--- src/rtl/sr_ff_driver.sv ---
// sr_ff_driver: initiator for an sr_flipflop s/r interface.
// Each accepted command becomes a one-cycle s/r pulse. The driver then watches
// q/q_bar until the flop reaches the requested state, and reports done or err.
//
// Handshake: a command transfers on the rising edge where cmd_valid and
// cmd_ready are both high. cmd_ready is high only in IDLE and depends only on
// the state. cmd_valid may be held high across commands. A command that is
// waiting when the driver returns to IDLE is taken on the very next edge.
module sr_ff_driver #(
    parameter int TIMEOUT = 4,   // max WAIT cycles before a timeout error (1..255)
    parameter int CNT_W   = 8    // width of pass_cnt / fail_cnt
) (
    input  logic             clk,
    input  logic             reset,
    input  logic             cmd_valid,
    input  logic             cmd_bit,
    output logic             cmd_ready,
    output logic             s,
    output logic             r,
    input  logic             q,
    input  logic             q_bar,
    output logic             done,
    output logic             err,
    output logic [1:0]       err_code,
    output logic [CNT_W-1:0] pass_cnt,
    output logic [CNT_W-1:0] fail_cnt
);

    typedef enum logic [2:0] {
        ST_IDLE  = 3'd0,
        ST_DRIVE = 3'd1,
        ST_WAIT  = 3'd2,
        ST_DONE  = 3'd3,
        ST_ERR   = 3'd4
    } state_t;

    localparam logic [7:0] WAIT_LAST = 8'(TIMEOUT - 1);
    localparam logic [1:0] CODE_NONE    = 2'd0;
    localparam logic [1:0] CODE_ILLEGAL = 2'd1;
    localparam logic [1:0] CODE_TIMEOUT = 2'd2;

    state_t     state;
    logic       tgt;
    logic [7:0] wait_cnt;

    // Ready is a pure function of state, so it never depends on cmd_valid.
    assign cmd_ready = (state == ST_IDLE);

    // Command FSM. s/r, done, err and the counters are all registered here.
    always_ff @(posedge clk) begin
        if (reset) begin
            state    <= ST_IDLE;
            tgt      <= 1'b0;
            wait_cnt <= 8'd0;
            s        <= 1'b0;
            r        <= 1'b0;
            done     <= 1'b0;
            err      <= 1'b0;
            err_code <= CODE_NONE;
            pass_cnt <= '0;
            fail_cnt <= '0;
        end else begin
            // The pulse outputs default low. s and r are raised only on the
            // edge that enters DRIVE. There they are complementary, so s=r=1
            // can never be driven.
            s    <= 1'b0;
            r    <= 1'b0;
            done <= 1'b0;
            err  <= 1'b0;
            case (state)
                ST_IDLE: begin
                    if (cmd_valid) begin
                        tgt      <= cmd_bit;
                        s        <= cmd_bit;
                        r        <= ~cmd_bit;
                        err_code <= CODE_NONE;
                        state    <= ST_DRIVE;
                    end
                end
                ST_DRIVE: begin
                    // The flop captures s/r on this edge. Its response is
                    // first sampled on the next edge.
                    wait_cnt <= 8'd0;
                    state    <= ST_WAIT;
                end
                ST_WAIT: begin
                    if (q == q_bar) begin
                        err      <= 1'b1;
                        err_code <= CODE_ILLEGAL;
                        if (fail_cnt != {CNT_W{1'b1}}) begin
                            fail_cnt <= fail_cnt + 1'b1;
                        end
                        state    <= ST_ERR;
                    end else if ((q == tgt) && (q_bar == ~tgt)) begin
                        done     <= 1'b1;
                        pass_cnt <= pass_cnt + 1'b1;
                        state    <= ST_DONE;
                    end else if (wait_cnt == WAIT_LAST) begin
                        err      <= 1'b1;
                        err_code <= CODE_TIMEOUT;
                        if (fail_cnt != {CNT_W{1'b1}}) begin
                            fail_cnt <= fail_cnt + 1'b1;
                        end
                        state    <= ST_ERR;
                    end else begin
                        wait_cnt <= wait_cnt + 8'd1;
                    end
                end
                ST_DONE: begin
                    state <= ST_IDLE;
                end
                ST_ERR: begin
                    state <= ST_IDLE;
                end
                default: begin
                    state <= ST_IDLE;
                end
            endcase
        end
    end

endmodule
--- config.mk ---
export PLATFORM = sky130hd
export DESIGN_NAME = sr_ff_driver
export DESIGN_NICKNAME = d
export VERILOG_FILES = /design/src/rtl/sr_ff_driver.sv
export SDC_FILE = /design/constraint.sdc
export NUM_CORES = 1
export LEC_CHECK = 0
export ABC_AREA = 0
export BUFFER_PORTS_ARGS = -buffer_cell sky130_fd_sc_hd__buf_2
export CORE_MARGIN = 1
export CORE_UTILIZATION = 58
export DETAILED_ROUTE_END_ITERATION = 6
export PLACE_DENSITY = 0.82
export SETUP_SLACK_MARGIN = 0.1
export SLEW_MARGIN = 20
export SYNTH_ARGS = -nofsm -noshare
export SYNTH_HDL_FRONTEND = slang
export SYNTH_SLANG_ARGS = --single-unit
--- constraint.sdc ---
create_clock -name clk -period 3.39 [get_ports clk]
set_input_delay 0.1695 -clock clk [delete_from_list [all_inputs] [get_ports clk]]
set_output_delay 0.1695 -clock clk [all_outputs]
set_load 0.01 [all_outputs]
==> qor.log, run 1 <==
qor: global_route.antenna_violations_before_repair 0
qor: sta.final_setup_fails 0
qor: clock_network.clock-root-buffer sky130_fd_sc_hd__clkbuf_4
qor: synthesis.netlist_area 1620 um^2
qor: pwr.power_frac_comb 0.079
qor: cells_and_area.finalNetCount 225
qor: detailed_routing.drt-total-wl 3260 um
qor: place.postPlaceCellArea 1780 um^2
qor: outcome.outcome complete, no violations
qor: floorplanning.floorplan.die_area 3020 um^2
qor: clock_network.h-tree-depth 2
qor: pwr.share_seq_of_total_power 0.608
qor: detailed_routing.viasPerCell 5.89
qor: global_route.grt_first_pass_wirelength 5490 um
qor: clock_network.cts_post_setup_buffers_inserted 0
qor: synthesis.synth_top_flop_cell sky130_fd_sc_hd__dfxtp_1
qor: global_route.first_global_vias 1291
qor: worst_setup_path.category_of_the_worst_setup_path_capture_point register
qor: global_route.aggregate_global_routing_overflow 0
qor: synthesis.synth.avg_cell_area 8.68 um^2
qor: sta.finalHoldWorstSlack 0.0169 ns
qor: clock_network.max-clock-path-buffers 2
qor: clock_network.holdBufCountCts 0
qor: clock_network.cts_buffers 5
qor: synthesis.synth_warnings 0
qor: sta.final-max-slew-violation-count 0
qor: detailed_routing.total_via_count_after_detailed_routing 1449
qor: sta.max_slew_margin 0.573
qor: pwr.internal_power 499 uW
qor: worst_setup_path.crit_required 3.66 ns
qor: pwr.p_per_area 367 nW/um^2
qor: sta.fin_worst_skew 0.00497 ns
qor: sta.tns 0 ns
qor: clock_network.cts.reportedPaths.clkPinSlew 0.10 ns
qor: worst_setup_path.timing_worst_setup_path_type reg -> reg
qor: floorplanning.die_width 54.9 um
qor: sta.grt_setup_unrepaired false
qor: pwr.p_leak 0.682 nW
qor: job.max_cap_violations 0
qor: pwr.pwr-share-clk 0.313
qor: detailed_routing.drt_pre_antenna_iters 4
qor: detailed_routing.wl_per_cell 13.2 um
qor: sta.final_period_minus_worst_setup_slack 2.21 ns
qor: pwr.max-vdd-ir-drop 320 uV
qor: sta.post-route-period-util 0.652
qor: floorplanning.dieHeight 54.9 um
qor: cells_and_area.drive_gt1_frac 0.204
qor: cells_and_area.fill_cells 216
qor: cells_and_area.mostFrequentLayoutCell sky130_fd_sc_hd__dfxtp_1
qor: synthesis.seq_area_frac_synth 0.419
qor: cells_and_area.area.growth.synth_to_final 12.2%
qor: floorplanning.floorplan.initialDensity 0.633
qor: global_route.grt_usage 0.258
qor: place.io_buffers 28
qor: detailed_routing.ant_nets 0
qor: place.dp.final_hpwl 2340 um
qor: cells_and_area.postLayoutCoreUtil 0.710
qor: clock_network.clock-sinks 34
qor: synthesis.postSynthNetCount 196
qor: floorplanning.core_area 2570 um^2
qor: worst_setup_path.critPathMaxFanout 7
qor: pwr.switching_share 0.255
qor: cells_and_area.layout_common_cells sky130_fd_sc_hd__dfxtp_1 (34), sky130_fd_sc_hd__buf_2 (28), sky130_fd_sc_hd__nor2_1 (23)
qor: sta.slew_at_the_pin_closest_to_its_max_slew_limit 0.641 ns
qor: synthesis.ys_types 46
qor: synthesis.dominant_cell_type_by_area_after_synthesis sky130_fd_sc_hd__dfxtp_1
qor: sta.fmaxAchievable 0.452 GHz
qor: clock_network.cts_repair_resize_count 0
qor: floorplanning.floorplan.io_pins 29
qor: clock_network.clkLatencyLatePin 0.34 ns
qor: global_route.grt_max_degree 38
qor: synthesis.synth_area_leaders sky130_fd_sc_hd__dfxtp_1 (42%), sky130_fd_sc_hd__nor2_1 (5.3%), sky130_fd_sc_hd__a21oi_1 (5.2%)
qor: pwr.p_switching 171 uW
qor: worst_setup_path.critPathArrivalTime 2.48 ns
qor: clock_network.tritoncts built
qor: place.globalplace.congestion 0.868
qor: synthesis.fraction_of_registers_with_async_set_or_reset_after_synthesis 0
qor: worst_setup_path.startpoint_type register
qor: cells_and_area.antennaDiodeCount 0
qor: floorplanning.rows 18
qor: min_path.hold_class in -> reg
qor: detailed_routing.drtIter0Drc 39
qor: detailed_routing.remaining_drc_errors 0
qor: sta.final-hold-violation-count 0
qor: cells_and_area.layout.cell_area.non_filler 1820 um^2
qor: pwr.total_power 670 uW
qor: synthesis.synth_seq_cells 34
qor: synthesis.post-synth-top-area-fraction 0.419
qor: synthesis.synthesis.instances 187
qor: synthesis.synth_edf_count 0
[layout make-up]
cell class	instances	area [um^2]	share of cell area
multi-input combinational	146	916	0.502
sequential	34	681	0.373
timing repair buffer	28	140	0.0769
clock buffer	7	45.0	0.0247
tap	30	37.5	0.0206
inverter	1	3.75	0.00206
[layer usage]
metal	vias to the layer above	wire length (um)	global-route usage
met4	0	23	0.142
li1	742	-	-
met3	4	174	0.0574
met5	-	0	0
met1	662	1480	0.305
met2	41	1580	0.432
[per-stage QoR]
stage	std cells	worst slack [ns]
floorplan	187	1.44
detailed placement	239	1.21
global placement	239	1.30
finish	246	1.18
CTS	246	1.18
global route	246	0.992
[cell families (layout without fill, tap and decap cells)]
kind of cell             count (synthesis)  in the layout  synth area share
multiplexers                             2              2            0.0131
adder cells (fa/ha/maj)                  3              3            0.0231
XOR/XNOR                                11             11            0.0593
flip-flops                              34             34             0.419
AO/OA/AOI/OAI                           40             40             0.152
buffers and inverters                    7             36            0.0169
AND/OR/NAND/NOR                         90             90             0.317
[worst max-delay path, stage by stage (launching register included)]
cell	delay, ns
sky130_fd_sc_hd__dfxtp_1	0.40
sky130_fd_sc_hd__ha_1	0.23
sky130_fd_sc_hd__nor4b_2	0.31
sky130_fd_sc_hd__a21oi_1	0.28
sky130_fd_sc_hd__nor3_4	0.33
sky130_fd_sc_hd__or4b_1	0.45
sky130_fd_sc_hd__a21oi_1	0.14
[power by group through the flow]
stage	logic, mW	clock network (mW)	registers (mW)
2_1_floorplan	0.0368	0	0.417
3_3_place_gp	0.0507	0	0.417
3_5_place_dp	0.0523	0	0.417
4_1_cts	0.0525	0.214	0.408
5_1_grt	0.0592	0.227	0.409
6_report	0.0528	0.209	0.408
[final timing paths]
check / from / endpoint / slack [ns] / cells past startpoint
worst min register to register: pass_cnt[1]$_SDFFE_PP0P_ / pass_cnt[1]$_SDFFE_PP0P_ / 0.50 / 2
worst max register to register: wait_cnt[0]$_SDFFE_PP0P_ / fail_cnt[6]$_SDFFE_PP0P_ / 1.18 / 6
worst max-delay path: wait_cnt[0]$_SDFFE_PP0P_ / fail_cnt[6]$_SDFFE_PP0P_ / 1.18 / 6
worst min-delay path: cmd_bit / r$_SDFF_PP0_ / 0.02 / 2
[synth_stat cells, types with 2 or more instances]
library cell,count
sky130_fd_sc_hd__o21ai_0,7
sky130_fd_sc_hd__or3_1,3
sky130_fd_sc_hd__and3_1,3
sky130_fd_sc_hd__nor2_1,23
sky130_fd_sc_hd__nand2_1,17
sky130_fd_sc_hd__xor2_1,3
sky130_fd_sc_hd__a211oi_1,2
sky130_fd_sc_hd__a21oi_1,17
sky130_fd_sc_hd__ha_1,3
sky130_fd_sc_hd__nand3_1,8
sky130_fd_sc_hd__nand3b_1,3
sky130_fd_sc_hd__a21bo_2,2
sky130_fd_sc_hd__nor3_1,7
sky130_fd_sc_hd__nor2b_1,2
sky130_fd_sc_hd__nor4_1,4
sky130_fd_sc_hd__xnor2_1,8
sky130_fd_sc_hd__clkbuf_1,4
sky130_fd_sc_hd__dfxtp_1,34
sky130_fd_sc_hd__nand4_1,4
sky130_fd_sc_hd__or3b_2,3
sky130_fd_sc_hd__a311oi_1,3
sky130_fd_sc_hd__a31oi_1,3
[sequential cells by signal, indices dropped and copies added, names as in the netlist]
register / count
err: 1
s: 1
wait_cnt: 8
state: 3
done: 1
r: 1
fail_cnt: 8
err_code: 2
pass_cnt: 8
tgt: 1
No activity file was read; power rests on OpenSTA's default activity.
==> run 2, diff against run 1 <==
--- a/config.mk
+++ b/config.mk
@@ -8,9 +8,9 @@
 export ABC_AREA = 0
 export BUFFER_PORTS_ARGS = -buffer_cell sky130_fd_sc_hd__buf_2
 export CORE_MARGIN = 1
-export CORE_UTILIZATION = 58
+export CORE_UTILIZATION = 49
 export DETAILED_ROUTE_END_ITERATION = 6
-export PLACE_DENSITY = 0.82
+export PLACE_DENSITY = 0.74
 export SETUP_SLACK_MARGIN = 0.1
 export SLEW_MARGIN = 20
 export SYNTH_ARGS = -nofsm -noshare
==> constraint.sdc (replaced) <==
create_clock -name clk -period 1.9 [get_ports clk]
set_input_delay 0.095 -clock clk [delete_from_list [all_inputs] [get_ports clk]]
set_output_delay 0.095 -clock clk [all_outputs]
set_load 0.01 [all_outputs]
==> qor.log, run 2 (synthesis results as in run 1) <==
qor: outcome.outcome complete, no violations
qor: detailed_routing.ant_nets 0
qor: global_route.first_global_vias 1439
qor: clock_network.h-tree-depth 2
qor: clock_network.cts.reportedPaths.clkPinSlew 0.12 ns
qor: sta.fin_worst_skew 0.0161 ns
qor: worst_setup_path.critPathMaxFanout 4
qor: sta.fmaxAchievable 0.542 GHz
qor: detailed_routing.wl_per_cell 14.3 um
qor: clock_network.clock-sinks 34
qor: sta.layout_setup_ws 0.0561 ns
qor: worst_setup_path.worst-r2r-cell-count 6
qor: clock_network.clkLatencyLatePin 0.36 ns
qor: pwr.power_frac_comb 0.102
qor: sta.tns 0 ns
qor: pwr.switching_share 0.271
qor: pwr.pwr-share-clk 0.342
qor: cells_and_area.layout.cell_area.non_filler 2120 um^2
qor: cells_and_area.fill_cells 264
qor: floorplanning.die_width 59.6 um
qor: global_route.antenna_violations_before_repair 0
qor: cells_and_area.area.growth.synth_to_final 30.6%
qor: detailed_routing.total_via_count_after_detailed_routing 1606
qor: pwr.p_leak 0.799 nW
qor: worst_setup_path.cp-startpoint wait_cnt[0]$_SDFFE_PP0P_
qor: place.placement.setup.worst_slack -0.00442 ns
qor: pwr.p_per_area 613 nW/um^2
qor: detailed_routing.drtIter0Drc 133
qor: sta.final-hold-violation-count 0
qor: floorplanning.dieHeight 59.6 um
qor: detailed_routing.remaining_drc_errors 0
qor: worst_setup_path.worstReg2RegEnd fail_cnt[6]$_SDFFE_PP0P_
qor: place.dp.final_hpwl 2760 um
qor: clock_network.clock-root-buffer sky130_fd_sc_hd__clkbuf_4
qor: pwr.internal_power 947 uW
qor: sta.slew_at_the_pin_closest_to_its_max_slew_limit 0.656 ns
qor: sta.finalHoldWorstSlack 0.0314 ns
qor: worst_setup_path.critPathArrivalTime 2.13 ns
qor: sta.post-route-period-util 0.970
qor: clock_network.tritoncts built
qor: sta.grt_setup_unrepaired true
qor: sta.final_setup_fails 0
qor: floorplanning.rows 20
qor: cells_and_area.mostFrequentLayoutCell sky130_fd_sc_hd__dfxtp_1
qor: clock_network.cts_buffers 5
qor: clock_network.max-clock-path-buffers 2
qor: pwr.max-vdd-ir-drop 436 uV
qor: pwr.p_switching 352 uW
qor: floorplanning.floorplan.io_pins 29
qor: floorplanning.floorplan.die_area 3550 um^2
qor: pwr.share_seq_of_total_power 0.556
qor: worst_setup_path.r2r_start wait_cnt[0]$_SDFFE_PP0P_
qor: min_path.hold_class in -> reg
qor: worst_setup_path.category_of_the_worst_setup_path_capture_point register
qor: worst_setup_path.startpoint_type register
qor: sta.final_period_minus_worst_setup_slack 1.84 ns
qor: detailed_routing.drt_pre_antenna_iters 4
qor: global_route.aggregate_global_routing_overflow 0
qor: detailed_routing.viasPerCell 5.74
qor: cells_and_area.finalNetCount 244
qor: global_route.grt_first_pass_wirelength 6240 um
qor: job.max_cap_violations 0
qor: place.io_buffers 28
qor: worst_setup_path.crit_required 2.18 ns
qor: worst_setup_path.slack_of_the_worst_reg_to_reg_path 0.06 ns
qor: cells_and_area.antennaDiodeCount 0
qor: place.postPlaceCellArea 1910 um^2
qor: cells_and_area.postLayoutCoreUtil 0.683
qor: sta.max_slew_margin 0.563
qor: detailed_routing.drt-total-wl 4010 um
qor: cells_and_area.drive_gt1_frac 0.347
qor: worst_setup_path.worst_setup_path_endpoint fail_cnt[6]$_SDFFE_PP0P_
qor: global_route.grt_usage 0.238
qor: cells_and_area.layout_common_cells sky130_fd_sc_hd__dfxtp_1 (30), sky130_fd_sc_hd__buf_2 (28), sky130_fd_sc_hd__nor2_1 (23)
qor: floorplanning.core_area 3100 um^2
qor: cells_and_area.reg.largest.list fail_cnt: 8 flops, pass_cnt: 8 flops, wait_cnt: 8 flops
qor: place.globalplace.congestion 0.864
qor: global_route.grt_max_degree 38
qor: sta.final-max-slew-violation-count 0
qor: floorplanning.floorplan.initialDensity 0.523
qor: worst_setup_path.timing_worst_setup_path_type reg -> reg
run 2: metrics by stage:
step | power [mW] | std cells
after floorplan | 0.813 | 187
after global routing | 1.35 | 280
after CTS | 1.30 | 275
final | 1.30 | 280
after global placement | 0.852 | 264
after detailed placement | 0.857 | 264
run 2: worst min path at each step:
stage              start               end  depth (start not counted)
3_5_place_dp     cmd_bit      r$_SDFF_PP0_                          2
3_3_place_gp     cmd_bit      r$_SDFF_PP0_                          2
5_1_grt        cmd_valid  tgt$_SDFFE_PP0P_                          3
2_1_floorplan    cmd_bit      r$_SDFF_PP0_                          1
6_report       cmd_valid  tgt$_SDFFE_PP0P_                          3
4_1_cts        cmd_valid  tgt$_SDFFE_PP0P_                          3
run 2: power by group through the flow:
stage | sequential, mW | combinational (mW) | clock [mW]
2_1_floorplan | 0.745 | 0.0684 | 0
3_3_place_gp | 0.741 | 0.111 | 0
3_5_place_dp | 0.741 | 0.116 | 0
4_1_cts | 0.724 | 0.122 | 0.450
5_1_grt | 0.724 | 0.143 | 0.480
6_report | 0.723 | 0.132 | 0.444
run 2: layer usage:
layer / track usage / share of wire / vias to the layer above
met5: 0 / 0 / -
met4: 0.123 / 0.021 / 0
met3: 0.0655 / 0.050 / 10
met2: 0.387 / 0.50 / 44
met1: 0.285 / 0.42 / 770
li1: - / - / 782
run 2: critical path, cell delays in order (launching register included):
cell                      delay [ns]
sky130_fd_sc_hd__dfxtp_4        0.39
sky130_fd_sc_hd__ha_4           0.16
sky130_fd_sc_hd__nor4b_4        0.33
sky130_fd_sc_hd__a21oi_4        0.14
sky130_fd_sc_hd__nor3_4         0.16
sky130_fd_sc_hd__or4b_4         0.48
sky130_fd_sc_hd__a21oi_2        0.12
run 2: final cells by class:
cell class	count	area, um^2	area share
clock buffer	6	51.3	0.0242
clock inverter	2	12.5	0.00590
inverter	1	3.75	0.00177
multi-input combinational	146	1020	0.482
sequential	34	691	0.326
tap	44	55.1	0.0260
timing repair buffer	47	285	0.135
run 2: what timing repair did:
item                                    4_1_cts  5_1_grt
hold buffers                                  1        0
buffers inserted                              2        5
endpoints found under the hold margin         1        0
pin swaps                                     1        9
gates resized for setup                       4       15
endpoints found under the setup margin       13       16
